`src/rtl/rv32_mtimer_pkg.sv`:
```
// Shared definitions for the RV32 machine timer: the register index map,
// the compare reset value and a byte-enable merge helper.
package rv32_mtimer_pkg;

    // Register indices as decoded from address bits [4:2].
    localparam logic [2:0] MTIME_LO    = 3'd0;
    localparam logic [2:0] MTIME_HI    = 3'd1;
    localparam logic [2:0] MTIMECMP_LO = 3'd2;
    localparam logic [2:0] MTIMECMP_HI = 3'd3;
    localparam logic [2:0] PRESCALE    = 3'd4;

    // Highest index that maps to a real register; anything above faults.
    localparam logic [2:0] LAST_MAPPED_INDEX = PRESCALE;

    // MTIMECMP powers up at its maximum so the interrupt stays quiet
    // until software programs a real deadline.
    localparam logic [63:0] MTIMECMP_RESET = 64'hFFFF_FFFF_FFFF_FFFF;

    // Merge a bus write into a 32-bit word: enabled bytes take the new
    // data, disabled bytes keep the current contents.
    function automatic logic [31:0] apply_byte_mask(
        input logic [31:0] currentWord,
        input logic [31:0] writeWord,
        input logic [3:0]  byteEnable
    );
        logic [31:0] merged;
        merged = currentWord;
        for (int b = 0; b < 4; b++) begin
            if (byteEnable[b]) begin
                merged[8*b +: 8] = writeWord[8*b +: 8];
            end
        end
        return merged;
    endfunction

endpackage

```
`src/rtl/rv32_mtimer_prescaler.sv`:
```
// Prescaler for the machine timer: divides the clock by (prescale + 1)
// and emits a single-cycle tick at the end of each period.
module rv32_mtimer_prescaler (
    input  logic        clk,
    input  logic        reset,
    input  logic [15:0] prescale,
    input  logic        clear,
    output logic        tick_out
);

    logic [15:0] pcnt_q;
    logic [15:0] pcnt_d;

    // The period ends when the counter has reached the programmed
    // prescale value; a prescale of zero therefore ticks every cycle.
    assign tick_out = (pcnt_q == prescale);

    // Wrap the counter at the end of a period, and restart it whenever
    // software reprograms the prescale value so the new period is whole.
    always_comb begin
        pcnt_d = pcnt_q + 16'd1;
        if (clear || tick_out) begin
            pcnt_d = 16'd0;
        end
    end

    // Counter register; reset throws away any partial period.
    always_ff @(posedge clk) begin
        if (reset) begin
            pcnt_q <= 16'd0;
        end else begin
            pcnt_q <= pcnt_d;
        end
    end

endmodule

```
`src/rtl/rv32_mtimer.sv`:
```
// RV32 machine timer: 64-bit MTIME counter advanced by a prescaled tick,
// 64-bit MTIMECMP deadline, bus-accessible register file with byte
// enables, and a registered machine timer interrupt.
module rv32_mtimer
    import rv32_mtimer_pkg::*;
#(
    parameter logic [15:0] RESET_PRESCALE = 16'd0
) (
    input  logic        clk,
    input  logic        reset,
    input  logic        sel_in,
    input  logic        read_in,
    input  logic        write_in,
    input  logic [31:0] address_in,
    input  logic [3:0]  write_mask_in,
    input  logic [31:0] write_value_in,
    output logic [31:0] read_value_out,
    output logic        fault_out,
    output logic        interrupt_out
);

    logic [63:0] mtime_q;
    logic [63:0] mtime_d;
    logic [63:0] mtimecmp_q;
    logic [63:0] mtimecmp_d;
    logic [15:0] prescale_q;
    logic [15:0] prescale_d;
    logic        irq_q;

    logic [2:0]  regIndex;
    logic        indexMapped;
    logic        writeEn;
    logic        readEn;
    logic        prescaleWrite;
    logic        tick;
    logic        unusedAddressBits;

    // Only the word index participates in decoding; the remaining address
    // bits are deliberately ignored.
    assign regIndex          = address_in[4:2];
    assign unusedAddressBits = ^{address_in[31:5], address_in[1:0]};

    assign indexMapped   = (regIndex <= LAST_MAPPED_INDEX);
    assign writeEn       = sel_in && write_in && indexMapped;
    assign readEn        = sel_in && read_in && indexMapped;
    assign fault_out     = sel_in && (read_in || write_in) && !indexMapped;
    assign prescaleWrite = writeEn && (regIndex == PRESCALE);

    rv32_mtimer_prescaler u_prescaler (
        .clk      (clk),
        .reset    (reset),
        .prescale (prescale_q),
        .clear    (prescaleWrite),
        .tick_out (tick)
    );

    // MTIME next state: a bus write to either half wins over the tick, so
    // software sees exactly the value it wrote; otherwise advance on tick
    // as one 64-bit quantity so the low word carries into the high word.
    always_comb begin
        mtime_d = mtime_q;
        if (writeEn && (regIndex == MTIME_LO)) begin
            mtime_d[31:0] = apply_byte_mask(mtime_q[31:0], write_value_in, write_mask_in);
        end else if (writeEn && (regIndex == MTIME_HI)) begin
            mtime_d[63:32] = apply_byte_mask(mtime_q[63:32], write_value_in, write_mask_in);
        end else if (tick) begin
            mtime_d = mtime_q + 64'd1;
        end
    end

    // MTIMECMP and PRESCALE next state: byte-masked bus writes only.
    // PRESCALE is 16 bits wide, so only the two low byte enables matter.
    always_comb begin
        mtimecmp_d = mtimecmp_q;
        prescale_d = prescale_q;
        if (writeEn && (regIndex == MTIMECMP_LO)) begin
            mtimecmp_d[31:0] = apply_byte_mask(mtimecmp_q[31:0], write_value_in, write_mask_in);
        end
        if (writeEn && (regIndex == MTIMECMP_HI)) begin
            mtimecmp_d[63:32] = apply_byte_mask(mtimecmp_q[63:32], write_value_in, write_mask_in);
        end
        if (prescaleWrite) begin
            if (write_mask_in[0]) begin
                prescale_d[7:0] = write_value_in[7:0];
            end
            if (write_mask_in[1]) begin
                prescale_d[15:8] = write_value_in[15:8];
            end
        end
    end

    // Combinational read port: returns the current (pre-write) value of
    // the addressed register, and zero whenever no valid read is present.
    always_comb begin
        read_value_out = 32'd0;
        if (readEn) begin
            case (regIndex)
                MTIME_LO:    read_value_out = mtime_q[31:0];
                MTIME_HI:    read_value_out = mtime_q[63:32];
                MTIMECMP_LO: read_value_out = mtimecmp_q[31:0];
                MTIMECMP_HI: read_value_out = mtimecmp_q[63:32];
                PRESCALE:    read_value_out = {16'd0, prescale_q};
                default:     read_value_out = 32'd0;
            endcase
        end
    end

    // Register file and interrupt flop; reset overrides any write or tick.
    // The interrupt compares the current register values, so it follows
    // a change of MTIME or MTIMECMP one cycle later.
    always_ff @(posedge clk) begin
        if (reset) begin
            mtime_q    <= 64'd0;
            mtimecmp_q <= MTIMECMP_RESET;
            prescale_q <= RESET_PRESCALE;
            irq_q      <= 1'b0;
        end else begin
            mtime_q    <= mtime_d;
            mtimecmp_q <= mtimecmp_d;
            prescale_q <= prescale_d;
            irq_q      <= (mtime_q >= mtimecmp_q);
        end
    end

    assign interrupt_out = irq_q;

endmodule
```
`config.mk`:
```
export PLATFORM = sky130hd
export DESIGN_NAME = rv32_mtimer
export DESIGN_NICKNAME = d
export VERILOG_FILES = /design/src/rtl/rv32_mtimer_pkg.sv /design/src/rtl/rv32_mtimer_prescaler.sv /design/src/rtl/rv32_mtimer.sv
export SDC_FILE = /design/constraint.sdc
export NUM_CORES = 1
export LEC_CHECK = 0
export BUFFER_PORTS_ARGS = -buffer_cell sky130_fd_sc_hd__buf_2
export CAP_MARGIN = 20
export CORE_MARGIN = 1
export CORE_UTILIZATION = 55
export DETAILED_ROUTE_END_ITERATION = 6
export GPL_TIMING_DRIVEN = 0
export PLACE_DENSITY = 0.78
export REMOVE_ABC_BUFFERS = 1
export SLEW_MARGIN = 20
export SYNTH_ARGS = -nofsm -noshare
export SYNTH_HDL_FRONTEND = slang
export SYNTH_SLANG_ARGS = --single-unit
```
`constraint.sdc`:
```
create_clock -name clk -period 2.45 [get_ports clk]
set_input_delay 0.245 -clock clk [delete_from_list [all_inputs] [get_ports clk]]
set_output_delay 0.245 -clock clk [all_outputs]
set_load 0.01 [all_outputs]
```
==> qor_table.md, run 1 <==
| Step | Parameter | Reported |
|:---|:---|:---|
| routing | Detailed-routing iteration count for the pre-antenna-repair pass | 6 |
| routing | Number of routed nets with antenna violations | 0 |
| pwr | Switching power total | 1.89 mW |
| die | Die height | 142 µm |
| die | Initial cell density of the core | 0.568 |
| pwr | Share of total power in the clock network | 0.439 |
| pwr | Power density of the placed cells | 512 mW/mm² |
| pwr | Proportion of power drawn by flip-flops and latches | 0.427 |
| setup path | Critical Path Max Stage Delay | 550 ps |
| pwr | Leakage | 5.63 nW |
| setup path | CP max FO | 13 |
| pwr | Internal power consumption | 4.48 mW |
| pwr | Total power consumption of the routed design | 6.37 mW |
| routing | Routed via count | 11384 |
| synthesis | Count of flip-flops with a built-in enable after synthesis | 0 |
| pwr | Switching share of total power | 0.297 |
| routing | Final routed wirelength across all metal layers | 33.7 mm |
| setup path | Reg-to-reg slack, setup | 10 ps |
| global routing | Number of antenna violations at the first check in global routing | 0 |
| clocking | Clock buffers created by TritonCTS | 17 |
| global routing | Global-route wire length before repair | 53.2 mm |
| synthesis | FF+latch count, synth | 161 |
| routing | Routed length per instance | 19.2 µm |
| outcome | Outcome | complete, no violations |
| clocking | Clock sink count | 161 |
| setup path | CP arrival | 2810 ps |
| sta | Top achievable clock speed | 0.410 GHz |
| setup path | Reg-to-reg critical path endpoint | mtime_q[27]$_SDFFE_PP0P_ |
| clocking | Total of hold buffers inserted after clock tree synthesis | 0 |
| synthesis | Part of the Yosys area used for sequential elements | 0.299 |
| placed design | Sum of net half-perimeters after detailed placement | 23.2 mm |
| synthesis | Syn Inst Count | 1435 |
| setup path | Worst Setup Path Type | reg2reg |
| setup path | Setup crit end | mtime_q[27]$_SDFFE_PP0P_ |
| sta | Post-layout minimum cycle time | 2440 ps |
| placed design | Count of port buffers added during placement | 77 |
| global routing | Global-route usage over all layers | 0.331 |
| clocking | Maximum level of the CTS H-tree | 4 |
| synthesis | Synth cell types | 66 |
| final layout | Total of fill cells in the finished design | 1661 |
| final layout | Net count, final | 1621 |
| clocking | Clock transition at path regs | 70 ps |
| final layout | Share of post-route cells with drive strength above 1 | 0.180 |
| sta | Number of pins exceeding their max-slew limit in the final report | 0 |
| synthesis | Share of flip-flops with an asynchronous set or reset | 0 |
| worst hold path | Path type of the worst min-delay path | in2reg |
| pwr | Comb pwr share | 0.134 |
| die | Count of pins on the block boundary | 107 |
| placed design | Placed Area | 0.0113 mm² |
| synthesis | Mean cell area of the mapped netlist | 7.50 µm² |
| global routing | Largest net degree at the start of global routing | 90 |
| synthesis | Warnings from Yosys | 0 |
| final layout | Ant diodes | 0 |
| clocking | Library cell used as clock root buffer | sky130_fd_sc_hd__clkbuf_16 |
| sta | Share of the clock period used by the worst path | 0.995 |
| die | Chip Width | 142 µm |
| setup path | Required arrival time at the worst endpoint | 2820 ps |
| setup path | Reg-to-Reg Start | prescale_q[11]$_SDFFE_PP0P_ |
| sta | Slew margin rel. | 0.599 |
| flow run | Max Cap Viol | 0 |
| sta | Maximum clock skew at final layout | 12.8 ps |
| setup path | Cell Chain, Critical Path | xnor2_1, nand4_1, nor4_4, buf_4, nand3_4, or4_1, a31oi_1 |
| pwr | Peak ir drop on the vdd network | 0.459 mV |
| clocking | TritonCTS clock tree | done |
| die | Overall die area | 0.0201 mm² |
| routing | DRC errors left | 0 |
| setup path | Slowest stage cell, crit path | sky130_fd_sc_hd__or4_1 |
| routing | Count of routing violations after the opening detailed-route iteration | 1241 |
| synthesis | Main flop type after synthesis | sky130_fd_sc_hd__dfxtp_1 |
| setup path | Critical path startpoint | prescale_q[11]$_SDFFE_PP0P_ |
| placed design | Routability congestion estimate | 0.900 |
| sta | Worst slew pin tran | 602 ps |
| final layout | Area overhead of the layout relative to synthesis | 15.7% |
| clocking | Clk_lat worst skew | 450 ps |
| sta | Unrepaired setup endpoints after global routing | true |
| die | Core Region | 0.0190 mm² |
| sta | Final count of negative-setup-slack endpoints | 0 |
| die | Placement row count | 50 |
| setup path | Depth of the most critical reg-to-reg path | 7 |
| setup path | Kind of launch point of the worst setup path | flip-flop |
| setup path | CP endpoint kind | flip-flop |
| routing | Via-to-Cell Ratio | 6.49 |
| global routing | Remaining Overflow, GRT | 0 |
| synthesis | Netlist Area Pre-Place | 0.0108 mm² |
| global routing | Vias in the first global route | 10201 |
| sta | Hold violation count in the final report | 0 |
| final layout | Summed area of non-filler cells in the final layout | 0.0125 mm² |
| clocking | Maximum clock path buffer count | 2 |
## worst max-delay path, delay by kind of cell, from the launching register on
family | cells | cell delay [ps]
compound gates | 1 | 170
flops | 1 | 340
simple gates | 4 | 1380
xor+xnor | 1 | 290
buf+inv | 1 | 190
## final cells by class
cell class | instances | area, µm² | share of cell area
timing repair buffer | 120 | 778 | 0.0625
sequential | 161 | 3290 | 0.264
multi-input combinational | 1111 | 7200 | 0.578
inverter | 71 | 267 | 0.0214
clock buffer | 17 | 425 | 0.0342
tap | 260 | 325 | 0.0261
clock inverter | 15 | 173 | 0.0139
## routing by layer
| metal | up-vias | routed length [µm] | global-route usage |
|---|---|---|---|
| met5 | - | 0 | 0 |
| met2 | 606 | 15100 | 0.510 |
| li1 | 5308 | - | - |
| met3 | 100 | 2550 | 0.0476 |
| met1 | 5370 | 14800 | 0.464 |
| met4 | 0 | 1130 | 0.136 |
## worst min-delay path by stage
| stage | startpoint | to | slack (ps) | cells past startpoint |
|---|---|---|---|---|
| after floorplan | reset | mtime_q[59]$_SDFFE_PP0P_ | 310 | 1 |
| after global placement | u_prescaler.pcnt_q[0]$_SDFF_PP0_ | u_prescaler.pcnt_q[0]$_SDFF_PP0_ | 460 | 1 |
| after detailed placement | u_prescaler.pcnt_q[0]$_SDFF_PP0_ | u_prescaler.pcnt_q[0]$_SDFF_PP0_ | 470 | 1 |
| after CTS | write_value_in[22] | mtimecmp_q[54]$_SDFFE_PP1P_ | 100 | 3 |
| after global routing | write_value_in[27] | mtime_q[27]$_SDFFE_PP0P_ | 90 | 3 |
| final | write_value_in[27] | mtimecmp_q[59]$_SDFFE_PP1P_ | 100 | 3 |
## state kept, by name (all words and copies together) (netlist names)
register            count
mtime_q                64
mtimecmp_q             64
prescale_q             16
u_prescaler.pcnt_q     16
interrupt_out           1
## cell usage in the layout, fill, tap and decap left out, types with 33 or more instances in the layout
cell type                  netlist  layout
sky130_fd_sc_hd__a21oi_1       186     179
sky130_fd_sc_hd__and3_1         49      41
sky130_fd_sc_hd__buf_2           9      76
sky130_fd_sc_hd__buf_4           2      36
sky130_fd_sc_hd__dfxtp_1       161     130
sky130_fd_sc_hd__ha_1           66      65
sky130_fd_sc_hd__inv_1          71      71
sky130_fd_sc_hd__nand2_1       153     152
sky130_fd_sc_hd__nand3_1        88      81
sky130_fd_sc_hd__nand3b_1       33      33
sky130_fd_sc_hd__nor2_1        112     108
sky130_fd_sc_hd__o21ai_0        58      55
## synthesized netlist by cell type, drive strengths merged (33+ instances only)
cell,count,area [µm²]
a21oi,187,940
dfxtp,161,3220
nand2,154,581
nor2,112,420
nand3,88,440
clkbuf,74,278
inv,71,267
ha,66,826
o21ai,60,300
and3,49,307
nand3b,33,248
## cells by family after synthesis
family / count (synthesis) / synth area share
xor gates and xnor gates: 29 / 0.0236
buffers and inverters: 163 / 0.0586
and+or+nand+nor: 580 / 0.278
muxes: 33 / 0.0324
DFF: 161 / 0.299
AOI/OAI and AO/OA: 403 / 0.232
adders and majority gates: 66 / 0.0767
## per-stage QoR
stage / hold WS (ps) / util / setup WS, ps / cells / setup TNS (ps)
finish: 98.6 / 0.657 / 11.3 / 1755 / 0
global route: 94.2 / 0.657 / -38.9 / 1755 / -165
CTS: 104 / 0.643 / 3.84 / 1738 / 0
detailed placement: 466 / 0.598 / -1800 / 1697 / -181090
global placement: 458 / 0.586 / -4990 / 1680 / -630390
floorplan: 314 / - / -2460 / 1343 / -144090
## what timing repair did
action	CTS	global route
endpoints found under the setup margin	146	69
pin swaps	7	15
setup buffers	9	17
resized for setup	55	53
## power groups by stage
stage          clock (mW)  combinational, mW  sequential [mW]
2_1_floorplan           0              0.410             2.76
3_3_place_gp            0              0.714             2.78
3_5_place_dp            0              0.748             2.78
4_1_cts              2.79              0.787             2.73
5_1_grt              2.92              0.922             2.73
6_report             2.80              0.856             2.72
Note: power is estimated with default switching activity, not from simulation.
==> run 2, diff against run 1 <==
==> constraint.sdc (replaced) <==
create_clock -name clk -period 2.45 [get_ports clk]
set_input_delay 0.1225 -clock clk [delete_from_list [all_inputs] [get_ports clk]]
set_output_delay 0.1225 -clock clk [all_outputs]
set_load 0.01 [all_outputs]
==> run 2 against run 1 <==
Clock-buffer cell count unchanged. Wire length about the same. Cell area increased by 1.5%. Total power up 0.29%. Core utilization is 1.0 points higher.
==> qor_table.md, run 2 (same netlist as run 1, synthesis figures left out) <==
| Step | Parameter | Reported | vs previous |
|:---|:---|:---|:---|
| clocking | Clock sink count | 161 | unchanged |
| setup path | Reg-to-Reg Start | mtime_q[2]$_SDFFE_PP0P_ | was prescale_q[11]$_SDFFE_PP0P_ |
| routing | Count of routing violations after the opening detailed-route iteration | 1274 | was 1241 |
| sta | Hold violation count in the final report | 0 | unchanged |
| worst hold path | Path type of the worst min-delay path | in2reg | unchanged |
| sta | Worst slew pin tran | 670 ps | was 602 ps |
| clocking | Clk_lat worst skew | 440 ps | was 450 ps |
| sta | Post-layout minimum cycle time | 2420 ps | was 2440 ps |
| outcome | Outcome | complete, no violations | unchanged |
| worst hold path | Terminating pin of the worst hold path | mtimecmp_q[62]$_SDFFE_PP1P_ | was mtimecmp_q[59]$_SDFFE_PP1P_ |
| setup path | CP endpoint kind | flip-flop | unchanged |
| global routing | Remaining Overflow, GRT | 0 | unchanged |
| setup path | Reg-to-reg slack, setup | 30 ps | was 10 ps |
| sta | Share of the clock period used by the worst path | 0.989 | was 0.995 |
| final layout | Total of fill cells in the finished design | 1650 | was 1661 |
| placed design | Count of placed standard cells including taps | 1697 | unchanged |
| final layout | Ant diodes | 0 | unchanged |
| setup path | Slowest stage cell, crit path | sky130_fd_sc_hd__dfxtp_1 | was sky130_fd_sc_hd__or4_1 |
| setup path | Cell Chain, Critical Path | and4_2, and3_4, nand4_1, or2_2, or4_1, a31oi_1 | was xnor2_1, nand4_1, nor4_4, buf_4, nand3_4, or4_1, a31oi_1 |
| placed design | Count of port buffers added during placement | 77 | unchanged |
| final layout | Area overhead of the layout relative to synthesis | 17.5% | was 15.7% |
| final layout | Share of post-route cells with drive strength above 1 | 0.177 | was 0.180 |
| setup path | Crit path buf inv count | 0 | was 1 |
| routing | Final routed wirelength across all metal layers | 33.6 mm | was 33.7 mm |
| routing | Via-to-Cell Ratio | 6.43 | was 6.49 |
| clocking | Maximum level of the CTS H-tree | 4 | unchanged |
| die | Chip Width | 142 µm | unchanged |
| routing | Routed via count | 11413 | was 11384 |
| setup path | Top cell family by delay on the critical path | simple AND/OR/NAND/NOR gates | unchanged |
| worst hold path | Hold_sp | write_value_in[30] | was write_value_in[27] |
| sta | Worst hold margin | 2.15 ps | was 98.6 ps |
| flow run | Max Cap Viol | 0 | unchanged |
| setup path | Critical path startpoint | mtime_q[2]$_SDFFE_PP0P_ | was prescale_q[11]$_SDFFE_PP0P_ |
| sta | Number of pins exceeding their max-slew limit in the final report | 0 | unchanged |
| final layout | Most common library cell in the layout ignoring fill and taps | sky130_fd_sc_hd__a21oi_1 | unchanged |
| clocking | Maximum clock path buffer count | 2 | unchanged |
| placed design | Routability congestion estimate | 0.900 | unchanged |
| routing | Number of routed nets with antenna violations | 0 | unchanged |
| final layout | Final Instance Count excl. Fillers | 1776 | was 1755 |
| sta | Top achievable clock speed | 0.412 GHz | was 0.410 GHz |
| die | Core Region | 0.0190 mm² | unchanged |
| die | Die height | 142 µm | unchanged |
| setup path | CP arrival | 2780 ps | was 2810 ps |
| die | Initial cell density of the core | 0.568 | unchanged |
| final layout | Leading cell types in the layout, fill and taps excluded | sky130_fd_sc_hd__a21oi_1 (178), sky130_fd_sc_hd__nand2_1 (152), sky130_fd_sc_hd__dfxtp_1 (133), sky130_fd_sc_hd__nor2_1 (109), sky130_fd_sc_hd__nand3_1 (81) | was sky130_fd_sc_hd__a21oi_1 (179), sky130_fd_sc_hd__nand2_1 (152), sky130_fd_sc_hd__dfxtp_1 (130), sky130_fd_sc_hd__nor2_1 (108), sky130_fd_sc_hd__nand3_1 (81) |
| setup path | CP max FO | 9 | was 13 |
| clocking | TritonCTS clock tree | done | unchanged |
| final layout | Area taken by multi-input logic gates | 0.00718 mm² | was 0.00720 mm² |
| clocking | Clock buffers created by TritonCTS | 17 | unchanged |
| pwr | Power density of the placed cells | 505 mW/mm² | was 512 mW/mm² |
| global routing | Number of antenna violations at the first check in global routing | 0 | unchanged |
| routing | Detailed-routing iteration count for the pre-antenna-repair pass | 6 | unchanged |
| worst hold path | Worst hold path depth | 3 | unchanged |
| global routing | Global-route wire length before repair | 53.3 mm | was 53.2 mm |
| clocking | Clock transition at path regs | 70 ps | about the same |
| setup path | Reg-to-reg critical path endpoint | mtime_q[27]$_SDFFE_PP0P_ | unchanged |
| die | Overall die area | 0.0201 mm² | unchanged |
| clocking | Library cell used as clock root buffer | sky130_fd_sc_hd__clkbuf_16 | unchanged |
| sta | Maximum clock skew at final layout | 10.3 ps | was 12.8 ps |
| setup path | Critical Path Max Stage Delay | 450 ps | was 550 ps |
| setup path | Worst Setup Path Type | reg2reg | unchanged |
| pwr | Leakage | 5.72 nW | was 5.63 nW |
| setup path | Depth of the most critical reg-to-reg path | 6 | was 7 |
| global routing | Vias in the first global route | 10243 | was 10201 |
| final layout | Sequential cell area | 0.00329 mm² | about the same |
| setup path | Required arrival time at the worst endpoint | 2810 ps | was 2820 ps |
| setup path | Kind of launch point of the worst setup path | flip-flop | unchanged |
| die | Count of pins on the block boundary | 107 | unchanged |
| global routing | Global-route usage over all layers | 0.332 | was 0.331 |
| final layout | Registers with the most flip-flops | mtime_q x64, mtimecmp_q x64 | unchanged |
| routing | DRC errors left | 0 | unchanged |
| pwr | Peak ir drop on the vdd network | 0.446 mV | was 0.459 mV |
| sta | Slew margin rel. | 0.554 | was 0.599 |
| placed design | Sum of net half-perimeters after detailed placement | 23.2 mm | unchanged |
| die | Placement row count | 50 | unchanged |
| final layout | Net count, final | 1642 | was 1621 |
| routing | Routed length per instance | 18.9 µm | was 19.2 µm |
| global routing | Largest net degree at the start of global routing | 90 | unchanged |
| sta | Final count of negative-setup-slack endpoints | 0 | unchanged |
## run 2: cell types whose count changed in the layout (fill, tap and decap cells not counted), moves of 2 or more
cell	delta
sky130_fd_sc_hd__nor3_2	+2
sky130_fd_sc_hd__dlygate4sd3_1	+18
sky130_fd_sc_hd__dfxtp_4	+2
sky130_fd_sc_hd__a21oi_2	+2
sky130_fd_sc_hd__nor3_4	-2
sky130_fd_sc_hd__dfxtp_2	-5
sky130_fd_sc_hd__buf_4	+3
sky130_fd_sc_hd__dfxtp_1	+3
## run 2: report_power, final
part	internal (mW)	switching, mW	total (mW)
sequential	2.66	0.0671	2.72
clock	1.53	1.25	2.78
combinational	0.320	0.568	0.887
total	4.51	1.88	6.39
## run 2: what timing repair did
action	4_1_cts	5_1_grt
resized for setup	52	50
pin swaps	6	15
endpoints found under the setup margin	133	58
hold endpoints to repair	20	0
hold buffers	18	0
setup buffers	9	20
## run 2: layout make-up
| type | count | share of cell area |
|---|---|---|
| sequential | 161 | 0.260 |
| multi-input combinational | 1111 | 0.568 |
| tap | 260 | 0.0257 |
| clock inverter | 15 | 0.0137 |
| inverter | 71 | 0.0211 |
| timing repair buffer | 141 | 0.0780 |
| clock buffer | 17 | 0.0336 |
## run 2: worst max-delay path by stage
stage                                    end  slack [ps]  cells past startpoint
finish              mtime_q[27]$_SDFFE_PP0P_          30                      6
global route        mtime_q[59]$_SDFFE_PP0P_         -30                      7
CTS                 interrupt_out$_SDFF_PP0_           4                      8
detailed placement   mtime_q[2]$_SDFFE_PP0P_       -1680                      7
global placement    mtime_q[59]$_SDFFE_PP0P_       -4860                      6
floorplan           mtime_q[59]$_SDFFE_PP0P_       -2340                      5
## run 2: stage by stage
stage / worst slack, ps / setup TNS, ps / power [mW] / cell area [µm²] / utilization
finish: 25.7 / 0 / 6.39 / 12600 / 0.667
global route: -30.4 / -86.6 / 6.60 / 12600 / 0.667
CTS: 3.84 / 0 / 6.32 / 12300 / 0.651
detailed placement: -1680 / -154050 / 3.53 / 11300 / 0.598
global placement: -4860 / -602830 / 3.49 / 11100 / 0.586
floorplan: -2340 / -122170 / 3.17 / 10400 / -
## run 2: worst register-to-register path, cell delays in order, from the launching register on
cell	delay, ps
sky130_fd_sc_hd__dfxtp_1	450
sky130_fd_sc_hd__and4_2	340
sky130_fd_sc_hd__and3_4	300
sky130_fd_sc_hd__nand4_1	290
sky130_fd_sc_hd__or2_2	400
sky130_fd_sc_hd__or4_1	400
sky130_fd_sc_hd__a31oi_1	160
## run 2: metal layers
| layer | up-vias | GRT usage | share of wire |
|---|---|---|---|
| li1 | 5343 | - | - |
| met1 | 5358 | 0.465 | 0.44 |
| met2 | 618 | 0.511 | 0.45 |
| met3 | 94 | 0.0459 | 0.080 |
| met4 | 0 | 0.138 | 0.031 |
| met5 | - | 0 | 0 |
==> run 3, diff against run 2 <==
--- a/config.mk
+++ b/config.mk
@@ -8,10 +8,11 @@
 export BUFFER_PORTS_ARGS = -buffer_cell sky130_fd_sc_hd__buf_2
 export CAP_MARGIN = 20
 export CORE_MARGIN = 1
-export CORE_UTILIZATION = 55
+export CORE_UTILIZATION = 56
+export CTS_BUF_LIST = sky130_fd_sc_hd__clkbuf_8
 export DETAILED_ROUTE_END_ITERATION = 6
 export GPL_TIMING_DRIVEN = 0
-export PLACE_DENSITY = 0.78
+export PLACE_DENSITY = 0.79
 export REMOVE_ABC_BUFFERS = 1
 export SLEW_MARGIN = 20
 export SYNTH_ARGS = -nofsm -noshare
==> run 3 against run 2 <==
The flow now finishes with violations (DRC). Global-route usage increased by 1.1 points. Sequential share of layout area about the same. Register-to-register slack improved by 30 ps. Maximum frequency increased by 1.3%. Worst hold slack improved by 71 ps. Cell area decreased by 0.87%. Worst setup slack improved by 30 ps. Die area decreased by 1.8%. Critical path depth increased by 3. Critical path type unchanged.
==> qor_table.md, run 3 (same netlist as run 1, synthesis figures left out) <==
| Step | Parameter | Reported | vs previous |
|:---|:---|:---|:---|
| setup path | CP endpoint kind | flip-flop | unchanged |
| clocking | Maximum clock path buffer count | 2 | unchanged |
| worst hold path | Hold_sp | reset | was write_value_in[30] |
| final layout | Summed area of non-filler cells in the final layout | 0.0125 mm² | was 0.0126 mm² |
| clocking | Clock transition at path regs | 100 ps | was 70 ps |
| clocking | Clock sink count | 161 | unchanged |
| setup path | Slowest stage cell, crit path | sky130_fd_sc_hd__dfxtp_1 | unchanged |
| clocking | Clock buffers created by TritonCTS | 17 | unchanged |
| pwr | Peak ir drop on the vdd network | 0.355 mV | was 0.446 mV |
| placed design | Placed Area | 0.0113 mm² | about the same |
| sta | Number of pins exceeding their max-slew limit in the final report | 0 | unchanged |
| sta | Top achievable clock speed | 0.418 GHz | was 0.412 GHz |
| setup path | Critical path startpoint | mtimecmp_q[22]$_SDFFE_PP1P_ | was mtime_q[2]$_SDFFE_PP0P_ |
| placed design | Routability congestion estimate | 0.908 | was 0.900 |
| setup path | Required arrival time at the worst endpoint | 2810 ps | about the same |
| sta | Worst setup margin | 56.1 ps | was 25.7 ps |
| routing | Detailed-routing iteration count for the pre-antenna-repair pass | 7 | was 6 |
| outcome | Violations in the final reports | DRC |  |
| global routing | Largest net degree at the start of global routing | 106 | was 90 |
| clocking | Clk_lat worst skew | 480 ps | was 440 ps |
| placed design | Sum of net half-perimeters after detailed placement | 23.2 mm | about the same |
| outcome | Outcome | finished with violations | was complete, no violations |
| routing | Routed via count | 11427 | was 11413 |
| sta | Final count of negative-setup-slack endpoints | 0 | unchanged |
| final layout | Total of fill cells in the finished design | 1597 | was 1650 |
| routing | DRC errors left | 1 | was 0 |
| final layout | Area overhead of the layout relative to synthesis | 16.5% | was 17.5% |
| final layout | Sequential cell area | 0.00326 mm² | was 0.00329 mm² |
| routing | WL met1 | 14.9 mm | was 14.7 mm |
| placed design | Count of port buffers added during placement | 77 | unchanged |
| sta | Worst hold margin | 72.8 ps | was 2.15 ps |
| flow run | Max Cap Viol | 0 | unchanged |
| routing | Met3 Wirelength | 2.71 mm | was 2.69 mm |
| pwr | Power density of the placed cells | 463 mW/mm² | was 505 mW/mm² |
| pwr | Leakage | 5.69 nW | was 5.72 nW |
| global routing | Vias in the first global route | 10385 | was 10243 |
| pwr | Total power consumption of the routed design | 5.81 mW | was 6.39 mW |
| routing | Detail Route met2 WL | 15.4 mm | was 15.2 mm |
| setup path | Reg-to-Reg Start | mtimecmp_q[22]$_SDFFE_PP1P_ | was mtime_q[2]$_SDFFE_PP0P_ |
| sta | Worst slew pin tran | 638 ps | was 670 ps |
| sta | Hold violation count in the final report | 0 | unchanged |
| die | Die height | 141 µm | was 142 µm |
| sta | Slew margin rel. | 0.572 | was 0.554 |
| final layout | Post-route core utilization | 0.668 | was 0.667 |
| final layout | Net count, final | 1655 | was 1642 |
| worst hold path | Path type of the worst min-delay path | in2reg | unchanged |
| final layout | Ant diodes | 0 | unchanged |
| sta | Post-layout minimum cycle time | 2390 ps | was 2420 ps |
| clocking | Maximum level of the CTS H-tree | 4 | unchanged |
| setup path | Cell Chain, Critical Path | inv_1, ha_1, and4_1, a221oi_2, buf_4, o211ai_1, a31oi_1, o311a_1, o21ai_1 | was and4_2, and3_4, nand4_1, or2_2, or4_1, a31oi_1 |
| die | Core Region | 0.0188 mm² | was 0.0190 mm² |
| routing | Number of routed nets with antenna violations | 0 | unchanged |
| global routing | Remaining Overflow, GRT | 0 | unchanged |
| setup path | Kind of launch point of the worst setup path | flip-flop | unchanged |
| placed design | Placement-stage worst setup slack | -1730 ps | was -1680 ps |
| global routing | Global-route usage over all layers | 0.343 | was 0.332 |
| final layout | Share of post-route cells with drive strength above 1 | 0.173 | was 0.177 |
| die | Count of pins on the block boundary | 107 | unchanged |
| clocking | TritonCTS clock tree | done | unchanged |
| final layout | Area taken by multi-input logic gates | 0.00716 mm² | was 0.00718 mm² |
| routing | Routed length per instance | 19.3 µm | was 18.9 µm |
| clocking | Library cell used as clock root buffer | sky130_fd_sc_hd__clkbuf_8 | was sky130_fd_sc_hd__clkbuf_16 |
| routing | Count of routing violations after the opening detailed-route iteration | 1410 | was 1274 |
| final layout | Leading cell types in the layout, fill and taps excluded | sky130_fd_sc_hd__a21oi_1 (182), sky130_fd_sc_hd__nand2_1 (152), sky130_fd_sc_hd__dfxtp_1 (134), sky130_fd_sc_hd__nor2_1 (109), sky130_fd_sc_hd__nand3_1 (81) | was sky130_fd_sc_hd__a21oi_1 (178), sky130_fd_sc_hd__nand2_1 (152), sky130_fd_sc_hd__dfxtp_1 (133), sky130_fd_sc_hd__nor2_1 (109), sky130_fd_sc_hd__nand3_1 (81) |
| die | Initial cell density of the core | 0.574 | was 0.568 |
| sta | Share of the clock period used by the worst path | 0.977 | was 0.989 |
| global routing | Global-route wire length before repair | 54.5 mm | was 53.3 mm |
| die | Placement row count | 50 | unchanged |
| routing | Final routed wirelength across all metal layers | 33.9 mm | was 33.6 mm |
| sta | Maximum clock skew at final layout | 11.3 ps | was 10.3 ps |
| setup path | CP arrival | 2750 ps | was 2780 ps |
| routing | DR top layer | met4 | unchanged |
| setup path | CP max FO | 3 | was 9 |
| die | Overall die area | 0.0198 mm² | was 0.0201 mm² |
| final layout | Registers with the most flip-flops | mtime_q x64, mtimecmp_q x64 | unchanged |
| final layout | Most common library cell in the layout ignoring fill and taps | sky130_fd_sc_hd__a21oi_1 | unchanged |
| setup path | Critical Path Max Stage Delay | 370 ps | was 450 ps |
| routing | Via-to-Cell Ratio | 6.48 | was 6.43 |
| die | Chip Width | 141 µm | was 142 µm |
| setup path | Worst Setup Path Type | reg2reg | unchanged |
| global routing | Number of antenna violations at the first check in global routing | 0 | unchanged |
==> run 3: power breakdown <==
part | total, mW | internal, mW | switching [mW]
logic | 0.942 | 0.350 | 0.591
registers | 2.72 | 2.66 | 0.0593
clock network | 2.14 | 1.02 | 1.12
total | 5.81 | 4.03 | 1.78
==> run 3: final timing paths <==
| path | endpoint | slack, ps | cells past startpoint |
|---|---|---|---|
| setup / recovery | interrupt_out$_SDFF_PP0_ | 60 | 9 |
| hold / removal | mtime_q[63]$_SDFFE_PP0P_ | 70 | 2 |
| setup reg to reg | interrupt_out$_SDFF_PP0_ | 60 | 9 |
| hold reg to reg | mtimecmp_q[17]$_SDFFE_PP1P_ | 480 | 1 |
==> run 3: repair_timing <==
item,4_1_cts,5_1_grt
hold endpoints to repair,56,0
pin swaps,8,10
resized for setup,56,31
setup buffers,18,9
setup endpoints to repair,124,57
hold buffers,32,0
cloned,0,0
==> run 3: metrics by stage <==
| stage | TNS [ps] | std cells |
|---|---|---|
| after floorplan | -122170 | 1343 |
| after global placement | -616050 | 1654 |
| after detailed placement | -151920 | 1672 |
| after CTS | 0 | 1754 |
| after global routing | -23.6 | 1763 |
| final | 0 | 1763 |
==> run 3: final cells by class <==
cell class | instances | area share
Timing Repair Buffer | 154 | 0.0909
Multi-Input combinational cell | 1111 | 0.571
Clock buffer | 17 | 0.0187
Sequential cell | 161 | 0.260
Tap cell | 234 | 0.0234
Clock inverter | 15 | 0.0147
Inverter | 71 | 0.0213
==> run 3: routing by layer <==
layer	track usage	up-vias
met2	0.540	601
li1	-	5372
met3	0.0526	82
met5	0	-
met1	0.469	5372
met4	0.144	0
==> run 3: worst max-delay path, delay by kind of cell, from the launching register on <==
kind	cells	cell delay, ps
AO/OA/AOI/OAI	5	1080
flip-flops	1	370
adder cells (fa/ha/maj)	1	310
AND/OR/NAND/NOR	1	260
buffers and inverters	2	250
